[config.mk]
export PLATFORM = sky130hd
export DESIGN_NAME = note_tone_player
export DESIGN_NICKNAME = d
export VERILOG_FILES = /design/src/rtl/note_pkg.sv /design/src/rtl/tone_divider.sv /design/src/rtl/note_tone_player.sv
export SDC_FILE = /design/constraint.sdc
export NUM_CORES = 1
export LEC_CHECK = 0
export BUFFER_PORTS_ARGS = -buffer_cell sky130_fd_sc_hd__buf_2
export CAP_MARGIN = 20
export CORE_ASPECT_RATIO = 0.7
export CORE_MARGIN = 3
export CORE_UTILIZATION = 45
export CTS_BUF_LIST = sky130_fd_sc_hd__clkbuf_4 sky130_fd_sc_hd__clkbuf_8
export DETAILED_ROUTE_END_ITERATION = 10
export GPL_TIMING_DRIVEN = 1
export PLACE_DENSITY = 0.68
export SLEW_MARGIN = 15
export SYNTH_ARGS = -nofsm -noshare
export SYNTH_HDL_FRONTEND = slang
export SYNTH_SLANG_ARGS = --single-unit
[constraint.sdc]
create_clock -name clk -period 9.1 [get_ports clk]
set_input_delay 1.365 -clock clk [delete_from_list [all_inputs] [get_ports clk]]
set_output_delay 1.365 -clock clk [all_outputs]
set_load 0.02 [all_outputs]
[src/rtl/note_pkg.sv]
// Shared definitions for the note tone player.
// Holds the scan codes of the seven note keys (Z X C V B N M -> DO..SI), the
// note frequencies in Hz, the player state enum, and helpers mapping a scan
// code to a note index and a note index to a tone half-period in clk cycles.
package note_pkg;

  localparam logic [7:0] KEY_DO = 8'h1A;
  localparam logic [7:0] KEY_RE = 8'h22;
  localparam logic [7:0] KEY_MI = 8'h21;
  localparam logic [7:0] KEY_FA = 8'h2A;
  localparam logic [7:0] KEY_SO = 8'h32;
  localparam logic [7:0] KEY_LA = 8'h31;
  localparam logic [7:0] KEY_SI = 8'h3A;

  localparam int unsigned FREQ_DO = 262;
  localparam int unsigned FREQ_RE = 294;
  localparam int unsigned FREQ_MI = 330;
  localparam int unsigned FREQ_FA = 349;
  localparam int unsigned FREQ_SO = 392;
  localparam int unsigned FREQ_LA = 440;
  localparam int unsigned FREQ_SI = 494;

  typedef enum logic [1:0] {
    StIdle,
    StPlay,
    StGap
  } state_t;

  // Returns 1..7 for a note key, 0 for any other code.
  function automatic logic [2:0] code_to_note(input logic [7:0] code);
    logic [2:0] idx;
    case (code)
      KEY_DO:  idx = 3'd1;
      KEY_RE:  idx = 3'd2;
      KEY_MI:  idx = 3'd3;
      KEY_FA:  idx = 3'd4;
      KEY_SO:  idx = 3'd5;
      KEY_LA:  idx = 3'd6;
      KEY_SI:  idx = 3'd7;
      default: idx = 3'd0;
    endcase
    return idx;
  endfunction

  // Half-period in clk cycles; only meant for elaboration-time use.
  // Index 0 (silence) gets 1 so the divider compare never underflows.
  function automatic logic [17:0] note_half_period(input logic [2:0] idx,
                                                   input int unsigned clk_hz);
    int unsigned freq;
    case (idx)
      3'd1:    freq = FREQ_DO;
      3'd2:    freq = FREQ_RE;
      3'd3:    freq = FREQ_MI;
      3'd4:    freq = FREQ_FA;
      3'd5:    freq = FREQ_SO;
      3'd6:    freq = FREQ_LA;
      3'd7:    freq = FREQ_SI;
      default: freq = 0;
    endcase
    if (freq == 0) return 18'd1;
    return 18'(clk_hz / (2 * freq));
  endfunction

endpackage

[src/rtl/tone_divider.sv]
// Square-wave generator: toggles out every half_period enabled cycles.
// Ports:
//   clk, rst     clock and asynchronous active-high reset
//   en           advance the counter this cycle
//   half_period  cycles per half wave (must be >= 1)
//   clear        synchronous clear of counter and output; wins over en
//   out          square-wave output
module tone_divider (
  input  logic        clk,
  input  logic        rst,
  input  logic        en,
  input  logic [17:0] half_period,
  input  logic        clear,
  output logic        out
);

  logic [17:0] tone_cnt_q;
  logic        out_q;

  always_ff @(posedge clk or posedge rst) begin
    if (rst) begin
      tone_cnt_q <= '0;
      out_q      <= 1'b0;
    end else if (clear) begin
      tone_cnt_q <= '0;
      out_q      <= 1'b0;
    end else if (en) begin
      if (tone_cnt_q == half_period - 18'd1) begin
        tone_cnt_q <= '0;
        out_q      <= ~out_q;
      end else begin
        tone_cnt_q <= tone_cnt_q + 18'd1;
      end
    end
  end

  assign out = out_q;

endmodule

[src/rtl/note_tone_player.sv]
// Plays the note selected by the key-event stream as a square wave on the
// buzzer, with a minimum note length, a silent gap between notes and an
// optional stuck-note timeout (define NOTE_TIMEOUT_EN to enable it).
// Ports:
//   clk, rst      clock and asynchronous active-high reset
//   key_valid     one-cycle key-press strobe, qualifies key_code
//   key_code      scan code
//   key_released  one-cycle release strobe
//   audio_pwm     square-wave tone, 0 when silent
//   audio_sd      amplifier enable, 1 only while playing
//   note_idx      sounding note 1=DO..7=SI, 0 when silent
//   playing       high while a note sounds
module note_tone_player
  import note_pkg::*;
#(
  parameter int unsigned CLK_HZ          = 100000000,
  parameter int unsigned MIN_PLAY_CYCLES = 10000000,
  parameter int unsigned GAP_CYCLES      = 1000000,
  parameter int unsigned MAX_PLAY_CYCLES = 100000000
) (
  input  logic       clk,
  input  logic       rst,
  input  logic       key_valid,
  input  logic [7:0] key_code,
  input  logic       key_released,
  output logic       audio_pwm,
  output logic       audio_sd,
  output logic [2:0] note_idx,
  output logic       playing
);

`ifdef NOTE_TIMEOUT_EN
  localparam bit TimeoutEn = 1'b1;
`else
  localparam bit TimeoutEn = 1'b0;
`endif

  localparam logic [17:0] HALF_TAB [8] = '{
    note_half_period(3'd0, CLK_HZ), note_half_period(3'd1, CLK_HZ),
    note_half_period(3'd2, CLK_HZ), note_half_period(3'd3, CLK_HZ),
    note_half_period(3'd4, CLK_HZ), note_half_period(3'd5, CLK_HZ),
    note_half_period(3'd6, CLK_HZ), note_half_period(3'd7, CLK_HZ)
  };

  state_t      state_q;
  logic [2:0]  pend_q;        // pending note, 0 = none
  logic        release_req_q;
  logic [31:0] play_timer_q;
  logic [31:0] gap_cnt_q;
  logic        tone_out;

  logic [2:0]  key_note;
  logic        key_hit;
  logic        min_met;
  logic        timeout_hit;
  logic        gap_done;
  logic [2:0]  pend_gap_d;

  always_comb begin
    key_note    = key_valid ? code_to_note(key_code) : 3'd0;
    key_hit     = (key_note != 3'd0);
    min_met     = (play_timer_q >= MIN_PLAY_CYCLES);
    timeout_hit = TimeoutEn && (play_timer_q == MAX_PLAY_CYCLES - 1);
    gap_done    = (gap_cnt_q == GAP_CYCLES - 1);
    // Pending note as updated by this cycle's events; a press beats a release.
    pend_gap_d  = key_hit ? key_note : (key_released ? 3'd0 : pend_q);
  end

  always_ff @(posedge clk or posedge rst) begin
    if (rst) begin
      state_q       <= StIdle;
      pend_q        <= 3'd0;
      release_req_q <= 1'b0;
      play_timer_q  <= '0;
      gap_cnt_q     <= '0;
      note_idx      <= 3'd0;
      playing       <= 1'b0;
      audio_sd      <= 1'b0;
    end else begin
      unique case (state_q)
        StIdle: begin
          if (key_hit) begin
            state_q       <= StPlay;
            note_idx      <= key_note;
            playing       <= 1'b1;
            audio_sd      <= 1'b1;
            play_timer_q  <= '0;
            release_req_q <= 1'b0;
          end
        end
        StPlay: begin
          if (play_timer_q != '1) play_timer_q <= play_timer_q + 32'd1;
          if (key_hit || ((key_released || release_req_q) && min_met) || timeout_hit) begin
            state_q       <= StGap;
            gap_cnt_q     <= '0;
            note_idx      <= 3'd0;
            playing       <= 1'b0;
            audio_sd      <= 1'b0;
            release_req_q <= 1'b0;
            pend_q        <= key_note;
          end else if (key_released) begin
            release_req_q <= 1'b1;
          end
        end
        StGap: begin
          gap_cnt_q <= gap_cnt_q + 32'd1;
          if (gap_done) begin
            pend_q <= 3'd0;
            if (pend_gap_d != 3'd0) begin
              state_q       <= StPlay;
              note_idx      <= pend_gap_d;
              playing       <= 1'b1;
              audio_sd      <= 1'b1;
              play_timer_q  <= '0;
              release_req_q <= 1'b0;
            end else begin
              state_q <= StIdle;
            end
          end else begin
            pend_q <= pend_gap_d;
          end
        end
        default: begin
          state_q <= StIdle;
        end
      endcase
    end
  end

  // Held clear outside PLAY so every note starts at count 0, output low.
  tone_divider u_tone_divider (
    .clk         (clk),
    .rst         (rst),
    .en          (state_q == StPlay),
    .half_period (HALF_TAB[note_idx]),
    .clear       (state_q != StPlay),
    .out         (tone_out)
  );

  // Gating with playing silences the first GAP cycle and reset at once.
  assign audio_pwm = tone_out & playing;

endmodule
After elaboration in Yosys (flattened, before gate mapping):

Memories as Yosys holds them, arrays and structs flattened.
Index checks and enable logic that the tools add are counted.

* register bits: 93
* latch bits: 0
* RAM bits: 0
* memory bits (read-only): 144
* input port bits: 12
* output and inout bits: 6
* logic and storage cells: 97
* memories kept: 1

Memory list
* (name not given): depth 8, width 18, read ports 1, clocked after Yosys merged registers in 0, wr ports 0, RTL line note_tone_player.sv:135 `.half_period (HALF_TAB[note_idx]),`

* add/subtract/negate cells: 4
* $mul: 0
* div/mod/pow operators: 0
* order comparisons: 2
* equal/unequal tests: 19
* shift operators: 0
* muxes and demuxes: 43
* bitwise logic cells: 3
* reductions and logical operators: 16

Operators with widths (number)
* $mux W32: 5
* $pmux W32 S3: 1
* $mux W18: 5
* $add A32 B1 Y32 const B: 2
* $pmux W32 S2: 1
* $eq A8 B6 Y1 const B: 6
* $eq A32 B20 Y1 const B: 1
* $ge A32 B24 Y1 const B: 1
* $ne A32 B32 Y1 const B: 1
* $mux W3: 9
* $pmux W3 S7: 1
* $add A18 B1 Y18 const B: 1
* $eq A18 B18 Y1: 1
* $sub A18 B1 Y18 const B: 1
* $reduce_and A5 Y1: 3
* $mux W1: 13
* $ne A2 B2 Y1 const B: 5
* $pmux W3 S3: 1
* $reduce_bool A3 Y1: 3
* $eq A8 B5 Y1 const B: 1
* $mux W2: 3
* $pmux W1 S3: 2
* $pmux W2 S3: 1
* $pmux W3 S2: 1
* 14 further kinds: 18

Longest topological paths before layout:

Gate-level depths: netlist of run 1.

* depth after elaboration: 9
* mapped depth: 14
* gate-level depth less buffers: 12

By module:

Synthesis of run 1 repeated with hierarchy kept, for this count alone.

* cell total of the unflattened synthesis: 748
* area, all modules: 6535.0 µm²

Modules (own cells, without submodules)
* note_tone_player: times used 1, cells an instance 573, area each 4959.8 µm², seq. area each 1851.8 µm²
* tone_divider: times used 1, cells an instance 175, area each 1575.3 µm², seq. area each 475.5 µm²

Least setup slack after synthesis of run 1:

Ideal clock, no wire load.

* kind: input to register
* start point: input key_code[2]
* end point: register play_timer_q[17]
* setup time: 103 ps
* arrival: 3233 ps
* required time: 8997 ps
* setup slack: 5764 ps
* cell stages on the path: 9
* path buffers: 2
* cells stage by stage: nor4b_2 -> o21ai_1 -> o21ai_1 -> o211ai_2 -> a21o_1 -> buf_6 -> or3_1 -> buf_6 -> o41ai_2

* longest elaborated chain between the ends: 8
* elaborated cells between the ends (all ways): 15
* classes of those cells: eq/ne (9); mux (3); reduce/logical (3)

Ends and longest elaborated chain
* from (decl): RTL line note_tone_player.sv:24 `input logic [7:0] key_code,`
* $eq A8 B6 Y1 or $eq A8 B5 Y1 (tied branches): RTL line note_pkg.sv:32 `case (code)`
* $pmux W3 S7 *: RTL line note_pkg.sv:32
* $mux W3 *: RTL line note_tone_player.sv:60 `key_note = key_valid ? code_to_note(key_code) : 3'd0;`
* $reduce_bool A3 Y1: RTL line note_tone_player.sv:61 `key_hit = (key_note != 3'd0);`
* $mux W3: RTL line note_tone_player.sv:66 `pend_gap_d = key_hit ? key_note : (key_released ? 3'd0 : pend_q);`
* $reduce_bool A3 Y1: RTL line note_tone_player.sv:109 `if (pend_gap_d != 3'd0) begin`
* $ne A2 B2 Y1 (no source line)
* $reduce_and A5 Y1 (no source line) *
* to (signal assigned): RTL line note_tone_player.sv:92 `if (play_timer_q != '1) play_timer_q <= play_timer_q + 32'd1;`
* to (decl): RTL line note_tone_player.sv:48 `logic [31:0] play_timer_q;`

Every way passes the cells marked *; elsewhere a longest branch is shown, timed or not.
A chain may end at the register's enable or synchronous reset.

Final worst setup path of run 1:

* start point: register note_idx[0]
* end point: register u_tone_divider.tone_cnt_q[8]

* longest elaborated chain between the ends: 9

Ends and longest elaborated chain
* from (decl): RTL line note_tone_player.sv:28 `output logic [2:0] note_idx,`
* from (signal assigned): RTL line note_tone_player.sv:84 `note_idx <= key_note;`
* from (signal assigned): RTL line note_tone_player.sv:111 `note_idx <= pend_gap_d;`
* $not A3 Y4 (implied by the code): RTL line note_tone_player.sv:135
* $mem_v2 Z8 W18
* $mux W18 (implied by the code) (2 in a row): RTL line note_tone_player.sv:135
* $sub A18 B1 Y18: RTL line tone_divider.sv:28 `if (tone_cnt_q == half_period - 18'd1) begin`
* $eq A18 B18 Y1: RTL line tone_divider.sv:28
* $mux W18: RTL line tone_divider.sv:28
* $mux W18: RTL line tone_divider.sv:27 `end else if (en) begin`
* $mux W18: RTL line tone_divider.sv:24 `end else if (clear) begin`
* to (signal assigned): RTL line tone_divider.sv:32 `tone_cnt_q <= tone_cnt_q + 18'd1;`
* to (decl): RTL line tone_divider.sv:17 `logic [17:0] tone_cnt_q;`

No other way between the ends. The select of a mux whose other input is x is not followed.

==> results by group, run 1 <==
Yosys
  • Distinct cells, synth: 77
  • Fraction of registers with async set or reset after synthesis: 100%
  • Seq/Total Area, Yosys: 37.5%
  • Post-synth EDFFs: 0
  • Synth area leaders: dfrtp_1 (37%), nand2_1 (4.0%), o21ai_0 (3.9%)
  • Top cell type's share of synthesized area: 37.5%
  • Mapped Area: 6210 um^2
  • Avg Cell Area, Syn: 8.83 um^2
  • Syn nets: 732
  • FF+latch count, synth: 93
  • Mapped Cells: 703
  • Synth warnings: 0
  • Post-synth top area cell: dfrtp_1
  • Post-synth top flop: dfrtp_1

Critical path
  • Critical Path Start Type: register
  • Cell family with most CP delay: compound AO/OA/AOI/OAI gates
  • CP Cell Sequence: inv_1 -> ha_1 -> nor2_1 -> a21oi_1 -> ha_1 -> nor3b_1 -> o22ai_1 -> xnor2_1 -> a211oi_1 -> nand4_1 -> o41ai_4 -> nor2_1
  • Worst reg2reg path depth: 12
  • Reg-to-reg slack, setup: 5.08 ns
  • WP data required: 9.32 ns
  • Crit end category: register
  • Worst path max stage delay: 0.87 ns
  • WP buf/inv: 1
  • Crit path max-delay cell type: o41ai_4
  • Crit. Startpoint: note_idx[0]
  • Max FO, Critical Path: 18
  • Crit Path Class: register to register
  • Critical Path AT: 4.24 ns
  • Reg2reg start: note_idx[0]
  • Reg2reg end: u_tone_divider.tone_cnt_q[8]

Cells and area
  • Fraction of layout cells with a size suffix above 1: 9.05%
  • Final core occ: 49.8%
  • # diodes: 0
  • P&R area growth vs syn: 6.85%
  • Final #Nets: 731
  • Design area: 6640 um^2

Route
  • DR top layer: met4
  • Via/cell ratio: 6.07
  • Drt total wl: 14700 um
  • Antenna viol nets, final: 0
  • DRC marker count from the first detailed-route iteration: 528
  • DRC violations left: 0
  • Post-DR wirelength/cell: 16.5 um
  • Met3 WL: 803 um
  • DR pass1 iterations: 5
  • Via Count: 5417
  • Metal2 WL: 6490 um
  • M1 wire length: 7290 um

Clock tree
  • CTS root buf: clkbuf_8
  • TritonCTS clock tree: done
  • Clk sink count: 93
  • Skew-Pair Late Insertion Delay: 0.38 ns
  • Post_cts resized: 0
  • Post-CTS setup buffers: 0
  • Max H-tree Level: 3
  • Total clock buffers created by CTS: 9
  • Clock Tree Buf Depth: 2
  • CTS clk-pin slew, worst paths: 0.10 ns
  • Cts hold-fix bufs: 0

Placed design
  • Cell Area, Placed: 6370 um^2
  • Setup Slack @ Placement: 4.80 ns
  • Final HPWL from detailed placement: 10200 um
  • Port Buffer Count: 17
  • RePlAce Congestion: 0.833

Power and ir drop
  • Peak supply drop: 0.0000691 V
  • Pwr Total: 0.750 mW
  • PD cells: 113 nW/um^2
  • Leakage: 2.57 nW

Die
  • Std cell rows: 35
  • Core area: 13300 um^2
  • Die footprint: 15300 um^2
  • Ports: 18
  • Die height: 104 um
  • Chip Width: 146 um
  • Initial Utilization: 46.7%

Global route
  • Initial antenna violation count: 0
  • First-pass GRT wire length: 25200 um
  • Total gr overflow: 0
  • Vias in the first global route: 5094
  • Gr usage total: 19.5%
  • Largest net degree at the start of global routing: 70

Timing
  • Clock skew: 0.0253 ns
  • Final setup violation count: 0
  • RSZ-0062 raised after global routing: no
  • Setup tns final: 0 ns
  • Slew Viols, Final: 0
  • Tightest Pin Transition: 1.11 ns
  • Final min period: 4.02 ns
  • Final Cycle Share: 44.2%
  • Endpoints failing hold: 0
  • Slew HR: 25.8%
  • Max frequency: 249 MHz
  • Post-route setup slack: 5.08 ns

Status
  • Status: finished clean

Min path
  • Worst hold endpoint: pend_q[0]
  • Min-Delay Path Class: register to register
  • Hold Crit Depth: 1
  • Hold_sp: pend_q[0]

Flow run
  • Max cap viols: 0
[power breakdown]
part,switching (mW),internal (mW),total [mW]
logic,0.0142,0.00459,0.0188
registers,0.000128,0.413,0.413
clock network,0.152,0.166,0.318
total,0.166,0.584,0.750
[final cells by class]
cell class                      instances  area, um^2
Inverter                               26        98.8
Tap cell                              185         231
Fill cell                            1265        6680
Clock buffer                           11         145
Timing Repair Buffer                   23         150
Sequential cell                        93        2330
Multi-Input combinational cell        549        3600
Clock inverter                          5        81.3
[worst reg2reg max path: cells and delay by family, from the launching register on]
kind | cells | cell delay [ns]
simple gates | 4 | 0.62
compound gates | 4 | 1.44
xor+xnor | 1 | 0.09
buf+inv | 1 | 0.29
fa+ha+maj | 2 | 0.69
flops | 1 | 0.74
[per-layer routing]
| layer | GRT usage, % | vias up |
|---|---|---|
| li1 | - | 2590 |
| met1 | 30.0 | 2647 |
| met2 | 28.8 | 172 |
| met3 | 3.35 | 8 |
| met4 | 3.89 | 0 |
| met5 | 0 | - |
[synthesized netlist by cell type, drive strengths merged (4+ instances only)]
cell type / n
dfrtp: 93
nand2: 66
nor2: 63
o21ai: 52
nand3: 37
a21oi: 26
inv: 26
xnor2: 26
and3: 25
o31ai: 20
xor2: 20
buf: 18
clkbuf: 17
ha: 17
nor3: 15
nor4: 14
nand4: 13
nand2b: 11
o221ai: 11
mux2i: 10
or3: 10
or4: 9
and4: 7
o311ai: 7
a31oi: 6
and2: 6
nand3b: 6
o211ai: 6
a22o: 5
nor2b: 5
nor4b: 5
o21a: 4
[through the flow]
step / instances / hold WS (ns)
floorplan: 703 / 0.465
global placement: 874 / 0.474
detailed placement: 874 / 0.481
CTS: 890 / 0.504
global route: 892 / 0.541
finish: 892 / 0.500
[flip-flops by register name, summed over array words and instances (netlist names), 2 cells and up]
signal / flops
play_timer_q: 32
pend_q: 3
gap_cnt_q: 32
u_tone_divider.tone_cnt_q: 18
state_q: 2
note_idx: 3
[cell families after synthesis]
| group | synth area share, % |
|---|---|
| AO/OA/AOI/OAI | 18.6 |
| XOR/XNOR | 6.85 |
| adder cells (fa/ha/maj) | 3.42 |
| buffers and inverters | 4.61 |
| flip-flops | 37.5 |
| multiplexers | 2.16 |
| AND/OR/NAND/NOR | 26.9 |
[placed cells by master (no fill, tap or decap), drive strengths merged, types with 13 or more instances in the layout]
cell	netlist	routed
xnor2	26	26
a21oi	26	26
buf	18	23
nor2	63	63
and3	25	25
nand3	37	37
nor3	15	15
ha	17	17
nand4	13	13
o31ai	20	20
nor4	14	14
nand2	66	66
inv	26	26
o21ai	52	52
dfrtp	93	93
xor2	20	20
[worst max-delay path by stage]
stage                                         to  slack (ns)  cells past startpoint
floorplan                           gap_cnt_q[0]        5.31                      1
global route        u_tone_divider.tone_cnt_q[8]        4.78                     12
detailed placement               play_timer_q[0]        4.80                      8
CTS                 u_tone_divider.tone_cnt_q[8]        5.13                     12
global placement                play_timer_q[17]        4.97                      8
finish              u_tone_divider.tone_cnt_q[8]        5.08                     12
(Power assumes the default switching activity.)
==> run 2: changes to the inputs <==
==> constraint.sdc (replaced) <==
create_clock -name clk -period 4.1 [get_ports clk]
set_input_delay 0.615 -clock clk [delete_from_list [all_inputs] [get_ports clk]]
set_output_delay 0.615 -clock clk [all_outputs]
set_load 0.02 [all_outputs]
==> results by group, run 2 (synthesis results as in run 1) <==
Clock tree
  • Total clock buffers created by CTS: 9 (unchanged)
  • CTS clk-pin slew, worst paths: 0.11 ns (about the same)
  • Post_cts resized: 0 (unchanged)
  • Skew-Pair Late Insertion Delay: 0.38 ns (about the same)
  • CTS root buf: clkbuf_8
  • Post-CTS setup buffers: 0 (unchanged)
  • Max H-tree Level: 3 (unchanged)
  • Cts hold-fix bufs: 0 (unchanged)
  • Clk sink count: 93 (unchanged)
  • TritonCTS clock tree: done
  • Clock Tree Buf Depth: 2 (unchanged)

Power and ir drop
  • Sequential power share: 53.1% (-2.0 points)
  • Sw Ratio: 21.9% (-0.28 points)
  • NetSw: 0.378 mW (+130%)
  • PD cells: 260 nW/um^2 (+130%)
  • Comb power frac: 2.5% (about the same)
  • Pwr Total: 1.73 mW (+130%)
  • Clock power frac: 44.4% (+2.0 points)
  • Internal: 1.35 mW (+130%)
  • Peak supply drop: 0.000187 V (+170%)
  • Leakage: 2.59 nW (+0.70%)

Timing
  • Final setup violation count: 0 (unchanged)
  • Setup tns final: 0 ns (unchanged)
  • Tightest Pin Transition: 0.943 ns (-0.171 ns)
  • Max frequency: 283 MHz (+14%)
  • Slew Viols, Final: 0 (unchanged)
  • Endpoints failing hold: 0 (unchanged)
  • Final min period: 3.53 ns (-0.486 ns)
  • Clock skew: 0.0200 ns (-0.00526 ns)
  • Slew HR: 37.2% (+11 points)
  • Final Cycle Share: 86.1% (+42 points)
  • RSZ-0062 raised after global routing: no

Global route
  • Gr usage total: 19.3% (-0.21 points)
  • Initial antenna violation count: 0 (unchanged)
  • Vias in the first global route: 4978 (-2.3%)
  • Total gr overflow: 0 (unchanged)
  • First-pass GRT wire length: 25000 um (-0.82%)
  • Largest net degree at the start of global routing: 52 (-26%)

Route
  • Drt total wl: 14500 um (-1.3%)
  • Via/cell ratio: 6.01 (-1.1%)
  • Post-DR wirelength/cell: 16.2 um (-1.6%)
  • DRC marker count from the first detailed-route iteration: 431 (-18%)
  • DRC violations left: 0 (unchanged)
  • Via Count: 5378 (-0.72%)
  • DR pass1 iterations: 5 (unchanged)
  • Antenna viol nets, final: 0 (unchanged)

Critical path
  • Critical Path Start Type: register
  • Reg-to-reg slack, setup: 0.57 ns (-4.51 ns)
  • Worst path max stage delay: 0.71 ns (-0.16 ns)
  • WP data required: 4.36 ns (-4.96 ns)
  • Reg2reg end: u_tone_divider.tone_cnt_q[8]
  • Critical Path AT: 3.79 ns (-0.45 ns)
  • Max FO, Critical Path: 18 (unchanged)
  • CP Cell Sequence: inv_1 -> ha_1 -> nor2_1 -> a21oi_1 -> ha_1 -> nor3b_1 -> o22ai_1 -> xnor2_1 -> a211oi_1 -> nand4_1 -> o41ai_4 -> buf_4 -> nor2_1
  • Worst reg2reg path depth: 13 (+1)
  • Crit path max-delay cell type: dfrtp_1
  • Crit end category: register
  • Reg2reg start: note_idx[0]
  • Crit Path Class: register to register

Cells and area
  • Fillcell total: 1260 (-0.40%)
  • # diodes: 0 (unchanged)
  • P&R area growth vs syn: 7.21%
  • Most frequent cells in the layout: dfrtp_1 (93), nand2_1 (66), nor2_1 (63), o21ai_0 (48), nand3_1 (35)
  • Fraction of layout cells with a size suffix above 1: 9.44% (+0.38 points)
  • Area of the multi-input gates: 3600 um^2 (unchanged)
  • Final #Nets: 734 (+0.41%)
  • Largest registers: gap_cnt_q (32), play_timer_q (32), u_tone_divider.tone_cnt_q (18)
  • Commonest non-fill, non-tap cell in the layout: dfrtp_1
  • Reg area: 2330 um^2 (unchanged)
  • Design area: 6660 um^2 (+0.34%)

Flow run
  • Max cap viols: 0 (unchanged)

Status
  • Status: finished clean

Die
  • Ports: 18 (unchanged)
  • Std cell rows: 35 (unchanged)
  • Core area: 13300 um^2 (unchanged)
  • Initial Utilization: 46.7% (unchanged)
  • Die height: 104 um (unchanged)
  • Chip Width: 146 um (unchanged)
  • Die footprint: 15300 um^2 (unchanged)

Placed design
  • Port Buffer Count: 17 (unchanged)
  • Cell Area, Placed: 6410 um^2 (+0.59%)
  • Final HPWL from detailed placement: 10100 um (-0.91%)
  • RePlAce Congestion: 0.826 (-0.80%)

Min path
  • Min-Delay Path Class: input pin to asynchronous set/reset pin
==> run 2: cell types whose count changed in the layout (fill, tap and decap cells not counted), sizes merged <==
cell | before | now
clkinvlp | 1 | 0
bufinv | 2 | 3
clkinv | 2 | 3
clkbuf | 11 | 10
buf | 23 | 26
==> run 2: area by class of cell <==
type	instances	area share (%)
clock buffer	10	2.07
multi-input combinational	549	54.1
clock inverter	6	1.63
timing repair buffer	26	2.29
sequential	93	34.9
inverter	26	1.48
tap	185	3.48
==> run 2: worst max-delay path by stage <==
stage	start	end	slack (ns)	cells after the start
final	note_idx[0]	u_tone_divider.tone_cnt_q[8]	0.57	13
after global routing	note_idx[0]	u_tone_divider.tone_cnt_q[8]	0.28	13
after CTS	note_idx[0]	u_tone_divider.tone_cnt_q[8]	0.62	13
after detailed placement	note_idx[0]	u_tone_divider.tone_cnt_q[8]	0.66	13
after global placement	note_idx[0]	u_tone_divider.tone_cnt_q[6]	0.84	13
after floorplan	note_idx[0]	u_tone_divider.tone_cnt_q[10]	0.86	11
==> run 2: worst max-delay path: cells and delay by family (launching register included) <==
family	cells	cell delay, ns
flip-flops	1	0.71
AO/OA/AOI/OAI	4	0.85
buffers and inverters	2	0.52
AND/OR/NAND/NOR	4	0.56
XOR/XNOR	1	0.09
adder cells (fa/ha/maj)	2	0.67
==> run 2: per-stage QoR <==
step,utilization (%),worst slack (ns),instances,hold slack [ns]
final,50.0,0.568,895,0.397
after global routing,50.0,0.279,895,0.475
after CTS,50.0,0.620,895,0.423
after detailed placement,48.2,0.659,879,0.490
after global placement,48.2,0.837,879,0.481
after floorplan,-,0.856,703,0.465
==> run 2: power by group through the flow <==
stage | clock (mW) | combinational [mW] | sequential, mW
finish | 0.768 | 0.0429 | 0.917
global route | 0.824 | 0.0498 | 0.917
CTS | 0.785 | 0.0445 | 0.917
detailed placement | 0 | 0.0441 | 0.935
global placement | 0 | 0.0421 | 0.935
floorplan | 0 | 0.0237 | 0.935
==> run 2: layer usage <==
layer / vias to the layer above / GRT usage (%) / routed length, um
li1: 2587 / - / -
met3: 15 / 3.79 / 666
met1: 2651 / 28.8 / 7370
met5: - / 0 / 0
met2: 125 / 29.0 / 6290
met4: 0 / 4.36 / 168
==> run 3: changes to the inputs <==
--- a/config.mk
+++ b/config.mk
@@ -6,7 +6,7 @@
 export NUM_CORES = 1
 export LEC_CHECK = 0
 export BUFFER_PORTS_ARGS = -buffer_cell sky130_fd_sc_hd__buf_2
-export CAP_MARGIN = 20
+export CAP_MARGIN = 30
 export CORE_ASPECT_RATIO = 0.7
 export CORE_MARGIN = 3
 export CORE_UTILIZATION = 45
==> constraint.sdc (replaced) <==
create_clock -name clk -period 3.45 [get_ports clk]
set_input_delay 0.5175 -clock clk [delete_from_list [all_inputs] [get_ports clk]]
set_output_delay 0.5175 -clock clk [all_outputs]
set_load 0.02 [all_outputs]
==> results by group, run 3 (synthesis results as in run 1) <==
Status
  • Status: finished clean

Placed design
  • Final HPWL from detailed placement: 10300 um (+2.8%)
  • Cell Area, Placed: 6480 um^2 (+1.1%)
  • RePlAce Congestion: 0.889 (+7.6%)
  • Port Buffer Count: 17 (unchanged)

Clock tree
  • Clk sink count: 93 (unchanged)
  • Post_cts resized: 0 (unchanged)
  • Total clock buffers created by CTS: 9 (unchanged)
  • Post-CTS setup buffers: 0 (unchanged)
  • Skew-Pair Late Insertion Delay: 0.39 ns (about the same)
  • CTS clk-pin slew, worst paths: 0.11 ns (about the same)
  • TritonCTS clock tree: done
  • Max H-tree Level: 3 (unchanged)
  • Cts hold-fix bufs: 0 (unchanged)
  • Clock Tree Buf Depth: 2 (unchanged)
  • CTS root buf: clkbuf_8

Critical path
  • Crit Path Class: register to register
  • Critical Path AT: 3.42 ns (-0.37 ns)
  • Reg2reg start: note_idx[0]
  • CP Cell Sequence: inv_1 -> ha_1 -> nor2_1 -> a21oi_1 -> ha_1 -> nand3_1 -> or4_1 -> a31oi_1 -> nor2_1 -> o41ai_4 -> buf_4 -> nor2_1
  • Reg-to-reg slack, setup: 0.30 ns (-0.27 ns)
  • Critical Path Start Type: register
  • Worst reg2reg path depth: 12 (-1)
  • WP data required: 3.72 ns (-0.64 ns)
  • Reg2reg end: u_tone_divider.tone_cnt_q[3]
  • Crit path max-delay cell type: or4_1
  • Worst path max stage delay: 0.44 ns (-0.27 ns)
  • Worst path most repeated cell: nor2_1
  • Crit end category: register
  • Max FO, Critical Path: 18 (unchanged)

Timing
  • Slew HR: 41.5% (+4.4 points)
  • Clock skew: 0.0200 ns (-0.0000262 ns)
  • Tightest Pin Transition: 0.871 ns (-0.0716 ns)
  • RSZ-0062 raised after global routing: no
  • Worst hold slack: 0.0420 ns (-0.355 ns)
  • Endpoints failing hold: 0 (unchanged)
  • Max frequency: 318 MHz (+12%)
  • Final min period: 3.15 ns (-0.383 ns)
  • Slew Viols, Final: 0 (unchanged)
  • Final setup violation count: 0 (unchanged)
  • Setup tns final: 0 ns (unchanged)
  • Final Cycle Share: 91.3% (+5.1 points)

Route
  • DR pass1 iterations: 5 (unchanged)
  • Antenna viol nets, final: 0 (unchanged)
  • DRC violations left: 0 (unchanged)
  • Via Count: 5389 (+0.20%)
  • Via/cell ratio: 5.97 (-0.57%)
  • DRC marker count from the first detailed-route iteration: 482 (+12%)
  • Post-DR wirelength/cell: 16.1 um (-0.42%)
  • Drt total wl: 14500 um (+0.36%)

Global route
  • Total gr overflow: 0 (unchanged)
  • Largest net degree at the start of global routing: 42 (-19%)
  • Vias in the first global route: 5147 (+3.4%)
  • First-pass GRT wire length: 25500 um (+2.0%)
  • Gr usage total: 19.8% (+0.51 points)
  • Initial antenna violation count: 0 (unchanged)

Die
  • Ports: 18 (unchanged)
  • Core area: 13300 um^2 (unchanged)
  • Chip Width: 146 um (unchanged)
  • Die height: 104 um (unchanged)
  • Initial Utilization: 46.7% (unchanged)
  • Std cell rows: 35 (unchanged)
  • Die footprint: 15300 um^2 (unchanged)

Cells and area
  • Commonest non-fill, non-tap cell in the layout: dfrtp_1
  • Largest registers: gap_cnt_q (32), play_timer_q (32), u_tone_divider.tone_cnt_q (18)
  • Final #Nets: 741 (+0.95%)
  • P&R area growth vs syn: 7.55%
  • # diodes: 0 (unchanged)
  • Most frequent cells in the layout: dfrtp_1 (92), nand2_1 (66), nor2_1 (63), o21ai_0 (48), nand3_1 (35)
  • Design area: 6680 um^2 (+0.32%)
  • Fraction of layout cells with a size suffix above 1: 10.5% (+1.0 points)

Power and ir drop
  • Peak supply drop: 0.000189 V (+0.70%)
  • PD cells: 280 nW/um^2 (+7.9%)
  • Leakage: 2.60 nW (+0.34%)

Flow run
  • Max cap viols: 0 (unchanged)

Min path
  • Min-Delay Path Class: input pin to asynchronous set/reset pin
[run 3: cell types whose count changed in the layout (fill, tap and decap cells not counted), sizes merged]
cell	previous run	this run
inv	26	29
bufinv	3	0
buf	26	32
clkinvlp	0	1
[run 3: critical path, delay by kind of cell, from the launching register on]
kind,cells,cell delay [ns]
buffers and inverters,2,0.44
AND/OR/NAND/NOR,5,0.86
AO/OA/AOI/OAI,3,0.77
adder cells (fa/ha/maj),2,0.58
flip-flops,1,0.39
[run 3: metal layers]
layer	GRT usage (%)	part of all wire, %	up-vias
li1	-	-	2609
met1	29.0	51	2647
met2	29.8	44	119
met3	4.05	4.6	14
met4	5.37	1.1	0
met5	0	0	-
[run 3: how the worst max path moves through the flow]
stage / startpoint / endpoint / slack, ns / cells after the start
2_1_floorplan: note_idx[0] / u_tone_divider.tone_cnt_q[10] / 0.21 / 11
3_3_place_gp: note_idx[1] / u_tone_divider.tone_cnt_q[6] / 0.48 / 12
3_5_place_dp: note_idx[1] / u_tone_divider.tone_cnt_q[3] / 0.30 / 11
4_1_cts: note_idx[1] / u_tone_divider.tone_cnt_q[3] / 0.27 / 11
5_1_grt: note_idx[0] / u_tone_divider.tone_cnt_q[3] / 0.03 / 12
6_report: note_idx[0] / u_tone_divider.tone_cnt_q[3] / 0.30 / 12
[run 3: where the power goes]
part	switching, mW	leakage, nW	internal [mW]
clock network	0.445	0.0943	0.280
logic	0.0381	1.35	0.0167
registers	0.000343	1.16	1.09
total	0.484	2.60	1.39
[run 3: through the flow]
stage	std cells	util, %	power [mW]	setup WS [ns]
floorplan	703	-	1.14	0.206
global placement	884	48.5	1.16	0.479
detailed placement	885	48.7	1.17	0.302
CTS	901	50.1	1.89	0.269
global route	902	50.2	1.94	0.0262
finish	902	50.2	1.87	0.301
[run 3: final cells by class]
cell class,count,area (um^2)
Clock inverter,7,65.1
Timing Repair Buffer,33,230
Fill cell,1283,6630
Inverter,26,98.8
Multi-Input combinational cell,549,3600
Clock buffer,9,124
Tap cell,185,231
Sequential cell,93,2330
